## src/rtl/alu_exec_unit_pkg.sv

```systemverilog
`default_nettype none
// ============================================================================
//  Module      : alu_exec_unit_pkg
//  Description : Shared constants for the execute-stage ALU. The ALU_CTL_*
//                and ALU_SHIFT_* codes are the ones produced by the ALU
//                control decoder. The EXU_ST_* codes are the execute-unit
//                FSM states.
//  Revision    : 1.0 - initial release
// ============================================================================
package alu_exec_unit_pkg;

    // ALU control codes
    localparam logic [2:0] ALU_CTL_ADD      = 3'd0;
    localparam logic [2:0] ALU_CTL_SUB      = 3'd1;
    localparam logic [2:0] ALU_CTL_AND      = 3'd2;
    localparam logic [2:0] ALU_CTL_OR       = 3'd3;
    localparam logic [2:0] ALU_CTL_XOR      = 3'd4;
    localparam logic [2:0] ALU_CTL_LESS_SIG = 3'd5;
    localparam logic [2:0] ALU_CTL_LESS_UNS = 3'd6;
    localparam logic [2:0] ALU_CTL_SHIFT    = 3'd7;

    // Shift selector codes; only meaningful with ALU_CTL_SHIFT
    localparam logic [1:0] ALU_SHIFT_NONE   = 2'b00;
    localparam logic [1:0] ALU_SHIFT_SLL    = 2'b01;
    localparam logic [1:0] ALU_SHIFT_SRL    = 2'b10;
    localparam logic [1:0] ALU_SHIFT_SRA    = 2'b11;

    // Execute-unit FSM state codes
    typedef enum logic [1:0] {
        EXU_ST_IDLE  = 2'd0,
        EXU_ST_SHIFT = 2'd1,
        EXU_ST_DONE  = 2'd2
    } exu_state_t;

endpackage : alu_exec_unit_pkg
`default_nettype wire

```

## src/rtl/alu_comb_core.sv

```systemverilog
`default_nettype none
// ============================================================================
//  Module      : alu_comb_core
//  Description : Purely combinational evaluation of the single-cycle ALU
//                operations. Codes without a single-cycle meaning (including
//                the shift code, which is handled serially upstream) give 0.
//  Ports       : i_alu_ctl  - ALU control code
//                i_op_a     - operand A
//                i_op_b     - operand B
//                o_result   - operation result
//  Revision    : 1.0 - initial release
// ============================================================================
module alu_comb_core
    import alu_exec_unit_pkg::*;
#(
    parameter int WIDTH = 32
) (
    input  logic [2:0]       i_alu_ctl,
    input  logic [WIDTH-1:0] i_op_a,
    input  logic [WIDTH-1:0] i_op_b,
    output logic [WIDTH-1:0] o_result
);

    always_comb begin
        o_result = '0;
        case (i_alu_ctl)
            ALU_CTL_ADD:      o_result = i_op_a + i_op_b;
            ALU_CTL_SUB:      o_result = i_op_a - i_op_b;
            ALU_CTL_AND:      o_result = i_op_a & i_op_b;
            ALU_CTL_OR:       o_result = i_op_a | i_op_b;
            ALU_CTL_XOR:      o_result = i_op_a ^ i_op_b;
            ALU_CTL_LESS_SIG: o_result = {{(WIDTH-1){1'b0}}, ($signed(i_op_a) < $signed(i_op_b))};
            ALU_CTL_LESS_UNS: o_result = {{(WIDTH-1){1'b0}}, (i_op_a < i_op_b)};
            default:          o_result = '0;
        endcase
    end

endmodule : alu_comb_core
`default_nettype wire

```

## src/rtl/alu_exec_unit.sv

```systemverilog
`default_nettype none
// ============================================================================
//  Module      : alu_exec_unit
//  Description : Execute-stage ALU between ID/EX and EX/MEM. Single-cycle
//                ops finish one cycle after acceptance; shifts run serially,
//                one bit position per cycle. The result is held under
//                downstream backpressure, and a flush discards any in-flight
//                or held operation.
//  Ports       : i_clk, i_rst_n         - clock, async active-low reset
//                i_valid / o_ready      - request handshake
//                i_alu_ctl, i_alu_shift - operation select
//                i_op_a, i_op_b         - operands (b[SHAMT_W-1:0] = shamt)
//                i_flush                - synchronous pipeline flush
//                o_valid / i_ready      - result handshake
//                o_result, o_zero       - result and zero flag
//  Revision    : 1.0 - initial release
// ============================================================================
module alu_exec_unit
    import alu_exec_unit_pkg::*;
#(
    parameter int WIDTH   = 32,
    parameter int SHAMT_W = 5
) (
    input  logic               i_clk,
    input  logic               i_rst_n,
    input  logic               i_valid,
    output logic               o_ready,
    input  logic [2:0]         i_alu_ctl,
    input  logic [1:0]         i_alu_shift,
    input  logic [WIDTH-1:0]   i_op_a,
    input  logic [WIDTH-1:0]   i_op_b,
    input  logic               i_flush,
    output logic               o_valid,
    input  logic               i_ready,
    output logic [WIDTH-1:0]   o_result,
    output logic               o_zero
);

    exu_state_t           r_state;
    logic [WIDTH-1:0]     r_acc;
    logic [SHAMT_W-1:0]   r_cnt;
    logic [1:0]           r_mode;
    logic                 r_valid;

    logic [WIDTH-1:0]     w_core_result;
    logic [WIDTH-1:0]     w_shift_next;
    logic [SHAMT_W-1:0]   w_shamt;
    logic                 w_accept;
    logic                 w_shift_direct;

    alu_comb_core #(
        .WIDTH (WIDTH)
    ) u_alu_comb_core (
        .i_alu_ctl (i_alu_ctl),
        .i_op_a    (i_op_a),
        .i_op_b    (i_op_b),
        .o_result  (w_core_result)
    );

    // A held result frees the unit in the same cycle it is consumed, which
    // gives back-to-back throughput without a bubble.
    assign o_ready  = !i_flush &&
                      ((r_state == EXU_ST_IDLE) || ((r_state == EXU_ST_DONE) && i_ready));
    assign w_accept = i_valid && o_ready;
    assign w_shamt  = i_op_b[SHAMT_W-1:0];

    // Zero shift amount or "no shift" selector completes like a single-cycle op
    assign w_shift_direct = (w_shamt == '0) || (i_alu_shift == ALU_SHIFT_NONE);

    // One-bit step of the serial shifter
    always_comb begin
        w_shift_next = r_acc;
        case (r_mode)
            ALU_SHIFT_SLL: w_shift_next = {r_acc[WIDTH-2:0], 1'b0};
            ALU_SHIFT_SRL: w_shift_next = {1'b0, r_acc[WIDTH-1:1]};
            ALU_SHIFT_SRA: w_shift_next = {r_acc[WIDTH-1], r_acc[WIDTH-1:1]};
            default:       w_shift_next = r_acc;
        endcase
    end

    always_ff @(posedge i_clk or negedge i_rst_n) begin
        if (!i_rst_n) begin
            r_state <= EXU_ST_IDLE;
            r_acc   <= '0;
            r_cnt   <= '0;
            r_mode  <= '0;
            r_valid <= 1'b0;
        end else if (i_flush) begin
            // Flush outranks everything, including a pending accept
            r_state <= EXU_ST_IDLE;
            r_valid <= 1'b0;
        end else if (w_accept) begin
            if (i_alu_ctl == ALU_CTL_SHIFT) begin
                r_acc  <= i_op_a;
                r_cnt  <= w_shamt;
                r_mode <= i_alu_shift;
                if (w_shift_direct) begin
                    r_state <= EXU_ST_DONE;
                    r_valid <= 1'b1;
                end else begin
                    r_state <= EXU_ST_SHIFT;
                    r_valid <= 1'b0;
                end
            end else begin
                r_acc   <= w_core_result;
                r_state <= EXU_ST_DONE;
                r_valid <= 1'b1;
            end
        end else begin
            case (r_state)
                EXU_ST_SHIFT: begin
                    r_acc <= w_shift_next;
                    r_cnt <= r_cnt - 1'b1;
                    if (r_cnt == {{(SHAMT_W-1){1'b0}}, 1'b1}) begin
                        r_state <= EXU_ST_DONE;
                        r_valid <= 1'b1;
                    end
                end
                EXU_ST_DONE: begin
                    if (i_ready) begin
                        r_state <= EXU_ST_IDLE;
                        r_valid <= 1'b0;
                    end
                end
                default: begin
                    r_state <= EXU_ST_IDLE;
                    r_valid <= 1'b0;
                end
            endcase
        end
    end

    assign o_valid  = r_valid;
    assign o_result = r_acc;
    assign o_zero   = r_valid && (r_acc == '0);

endmodule : alu_exec_unit
`default_nettype wire

```

## config.mk

```make
export PLATFORM = sky130hd
export DESIGN_NAME = alu_exec_unit
export DESIGN_NICKNAME = d
export VERILOG_FILES = /design/src/rtl/alu_exec_unit_pkg.sv /design/src/rtl/alu_comb_core.sv /design/src/rtl/alu_exec_unit.sv
export SDC_FILE = /design/constraint.sdc
export NUM_CORES = 1
export LEC_CHECK = 0
export BUFFER_PORTS_ARGS = -buffer_cell sky130_fd_sc_hd__buf_4
export CAP_MARGIN = 10
export CORE_ASPECT_RATIO = 0.7
export CORE_MARGIN = 2
export CORE_UTILIZATION = 50
export CTS_CLUSTER_DIAMETER = 150
export DETAILED_ROUTE_END_ITERATION = 16
export PLACE_DENSITY = 0.71
export SYNTH_ARGS = -nofsm -noshare
export SYNTH_HDL_FRONTEND = slang
export SYNTH_SLANG_ARGS = --single-unit
```

## constraint.sdc

```tcl
create_clock -name i_clk -period 2.4 [get_ports i_clk]
set_input_delay 0.72 -clock i_clk [delete_from_list [all_inputs] [get_ports i_clk]]
set_output_delay 0.72 -clock i_clk [all_outputs]
set_load 0.02 [all_outputs]
```

==> run_results.csv <==
group,metric,value,unit
setup_path,crit_required,2.59,ns
synthesis,synth_top_area_cell,"ha_1",
synthesis,avgSynthCellArea,6.917,um^2
placed_design,portBuffers,108,
layout,stdcell_area,13170,um^2
layout,drive_gt1_frac,0.4272,
synthesis,synth_top_area_share,0.1831,
floorplan,start_util,0.5143,
grt,gr-usage-all-layers,0.4602,
synthesis,synth-edff-count,0,
setup_path,cp-start-kind,"input pin",
pwr,power_density,458.4,nW/um^2
floorplan,dieArea,17040,um^2
clocking,htree_levels,2,
sta,tns,-14.13,ns
grt,grt_pass1_wl,60190,um
sta,hold_viol_final,0,
synthesis,yosysWarningCount,0,
grt,grt_max_degree,42,
route,ant_nets,0,
synthesis,synth-main-ff-cell,"dfrtp_1",
sta,tightest_slew,0.7042,ns
placed_design,dp_hpwl,29860,um
grt,grt_antenna_before_repair,0,
synthesis,syn-cell-area,7996,um^2
setup_path,r2r-start,"r_state[1]",
route,drt_iter0_drc,1803,
clocking,cts_root_buffer,"clkbuf_16",
placed_design,placed_area,11790,um^2
floorplan,rows,38,
worst_hold_path,min_path_type,"input pin to asynchronous set/reset pin",
synthesis,synth_seq_area_share,0.1283,
sta,finalSetupViolCount,30,
sta,relSlewSlack,0.5306,
clocking,path_clk_slew,0.08,ns
synthesis,syn_inst,1156,
pwr,leakage,6.206,nW
sta,max_freq,324.0,MHz
sta,slew_viol_final,0,
layout,fillers,933,
synthesis,synth_area_leaders,"ha_1, dfrtp_1, a21oi_1",
synthesis,synth.most_common_cell,"a21oi_1",
route,vias,11800,
grt,grt-ovfl-total,0,
route,wl,41720,um
setup_path,reg2reg_to,"o_result[30]",
status,status,"finished, violations left",
layout,finalNetCount,1786,
synthesis,synthTopCellsByCount,"a21oi_1, nand2_1, ha_1",
setup_path,cp.arrival,3.27,ns
setup_path,crit_path_end_kind,"flip-flop",
pwr,ir_drop,0.0003157,V
floorplan,io-pin-count,109,
layout,fin_util,0.8469,
floorplan,die-width,155.2,um
pwr,finalPower,6.036,mW
sta,period_share,1.286,
status,violations,"setup timing",
clocking,cts.sinks,41,
sta,finClkSkew,0.005115,ns
layout,syn_to_final_growth,64.67,%
sta,fin_crit,3.086,ns
placed_design,gp_congestion,1.030,
clocking,cts_inserted_buffers,5,
synthesis,synth-seq-cells,41,
synthesis,synthesis.nets,1349,
synthesis,ys_types,78,
synthesis,synth-async-reset-ratio,1.000,
floorplan,core,15550,um^2
route,firstDrtPassIters,9,
setup_path,r2r.worst_path.cells,9,
route,drcViolationCount,0,
placed_design,place_ws,-1.081,ns
setup_path,crit_type,"input pin to flip-flop",
clocking,ctsHoldBuffers,0,
clocking,clk_latency,0.31,ns
grt,first_global_vias,10960,
clocking,tritoncts,"built",
route,viasPerCell,6.571,
floorplan,die_height,109.8,um
route,wl_per_cell,23.24,um
sta,final.setup.worst_slack,-0.6860,ns
flow_run,maxCapViolCount,0,
setup_path,r2r_slack,-0.02,ns
setup_path,cp_max_fo,3,
sta,rsz0062_at_grt,"yes",
clocking,clk_path_buf_depth,2,
critical path: stages:
cell,delay (ns)
buf_6,0.10
inv_6,0.04
buf_4,0.14
ha_4,0.18
o21bai_4,0.20
buf_4,0.15
buf_4,0.12
buf_4,0.12
buf_4,0.12
buf_4,0.12
buf_4,0.12
buf_4,0.12
buf_4,0.13
a21oi_2,0.18
xor2_1,0.13
a21oi_1,0.17
o21ai_1,0.09
o211ai_1,0.22
o21ai_0,0.12
per-stage QoR:
step,std cells,hold slack (ns)
after global routing,1794,0.4849
after CTS,1777,0.4549
after global placement,1746,0.5231
after detailed placement,1746,0.5335
final,1795,0.4468
after floorplan,1156,0.4244
where the power goes:
| group | leakage, nW | switching (mW) | internal [mW] |
|---|---|---|---|
| clock network | 0.0938 | 0.382 | 0.598 |
| registers | 0.492 | 0.216 | 0.856 |
| logic | 5.62 | 2.21 | 1.78 |
| total | 6.21 | 2.80 | 3.23 |
sequential cells by signal, indices dropped and copies added, names as in the netlist:
register,flops
o_result,32
r_cnt,5
r_mode,2
r_state,2
logic make-up after synthesis:
group | share of synthesized area
AO/OA/AOI/OAI | 0.3431
XOR/XNOR | 0.02848
adder cells (fa/ha/maj) | 0.1881
buffers and inverters | 0.08262
flip-flops | 0.1283
multiplexers | 0.01267
AND/OR/NAND/NOR | 0.2167
routing by layer:
layer | GRT usage | vias to the layer above | wire [um]
met5 | 0 | - | 0
met4 | 0.2183 | 0 | 2331
met3 | 0.1742 | 258 | 6360
met2 | 0.6860 | 1054 | 17000
met1 | 0.5881 | 5445 | 16030
li1 | - | 5038 | -
layout make-up:
type	instances	area (um^2)	area share
diodes	1	2.502	0.0001900
clock buffers	5	125.1	0.009502
clock inverters	3	65.06	0.004941
inverters	99	420.4	0.03193
multi-input cells	946	7343	0.5577
flip-flops and latches	41	1026	0.07792
well taps	200	250.2	0.01900
repair buffers	500	3935	0.2988
cells in the final DEF, fill, tap and decap left out, types with 9 or more instances in the layout:
cell	netlist	layout
buf_4	4	462
nand2_1	126	125
a21oi_1	128	101
ha_1	117	98
nor2_1	92	82
inv_1	96	81
o21ai_0	88	65
dfrtp_1	41	41
nand3_1	43	40
buf_6	0	33
o211ai_1	22	22
o21ai_1	4	22
xnor2_1	23	21
a21oi_2	0	20
nor3_1	24	20
a21o_1	18	18
ha_4	0	18
a31oi_1	17	14
nand4_1	12	12
o21bai_1	16	12
nor2b_1	12	11
nor4_1	13	10
a22oi_1	11	10
a211oi_2	3	9
mux2i_1	9	9
o221ai_1	11	9
worst max path at each step:
| stage | from | endpoint | cells past startpoint |
|---|---|---|---|
| after CTS | i_op_a[0] | o_result[22] | 13 |
| after global routing | i_op_a[0] | o_result[4] | 19 |
| after floorplan | i_op_a[0] | o_result[26] | 11 |
| after global placement | i_op_a[1] | o_result[25] | 13 |
| after detailed placement | i_op_a[1] | o_result[31] | 12 |
| final | i_op_b[2] | o_result[4] | 19 |
timing repair:
item                       4_1_cts  5_1_grt
pin swaps                       96       76
gates resized for setup        101       86
setup endpoints to repair       29       30
buffers inserted                28       19
No activity file was read; power rests on OpenSTA's default activity.
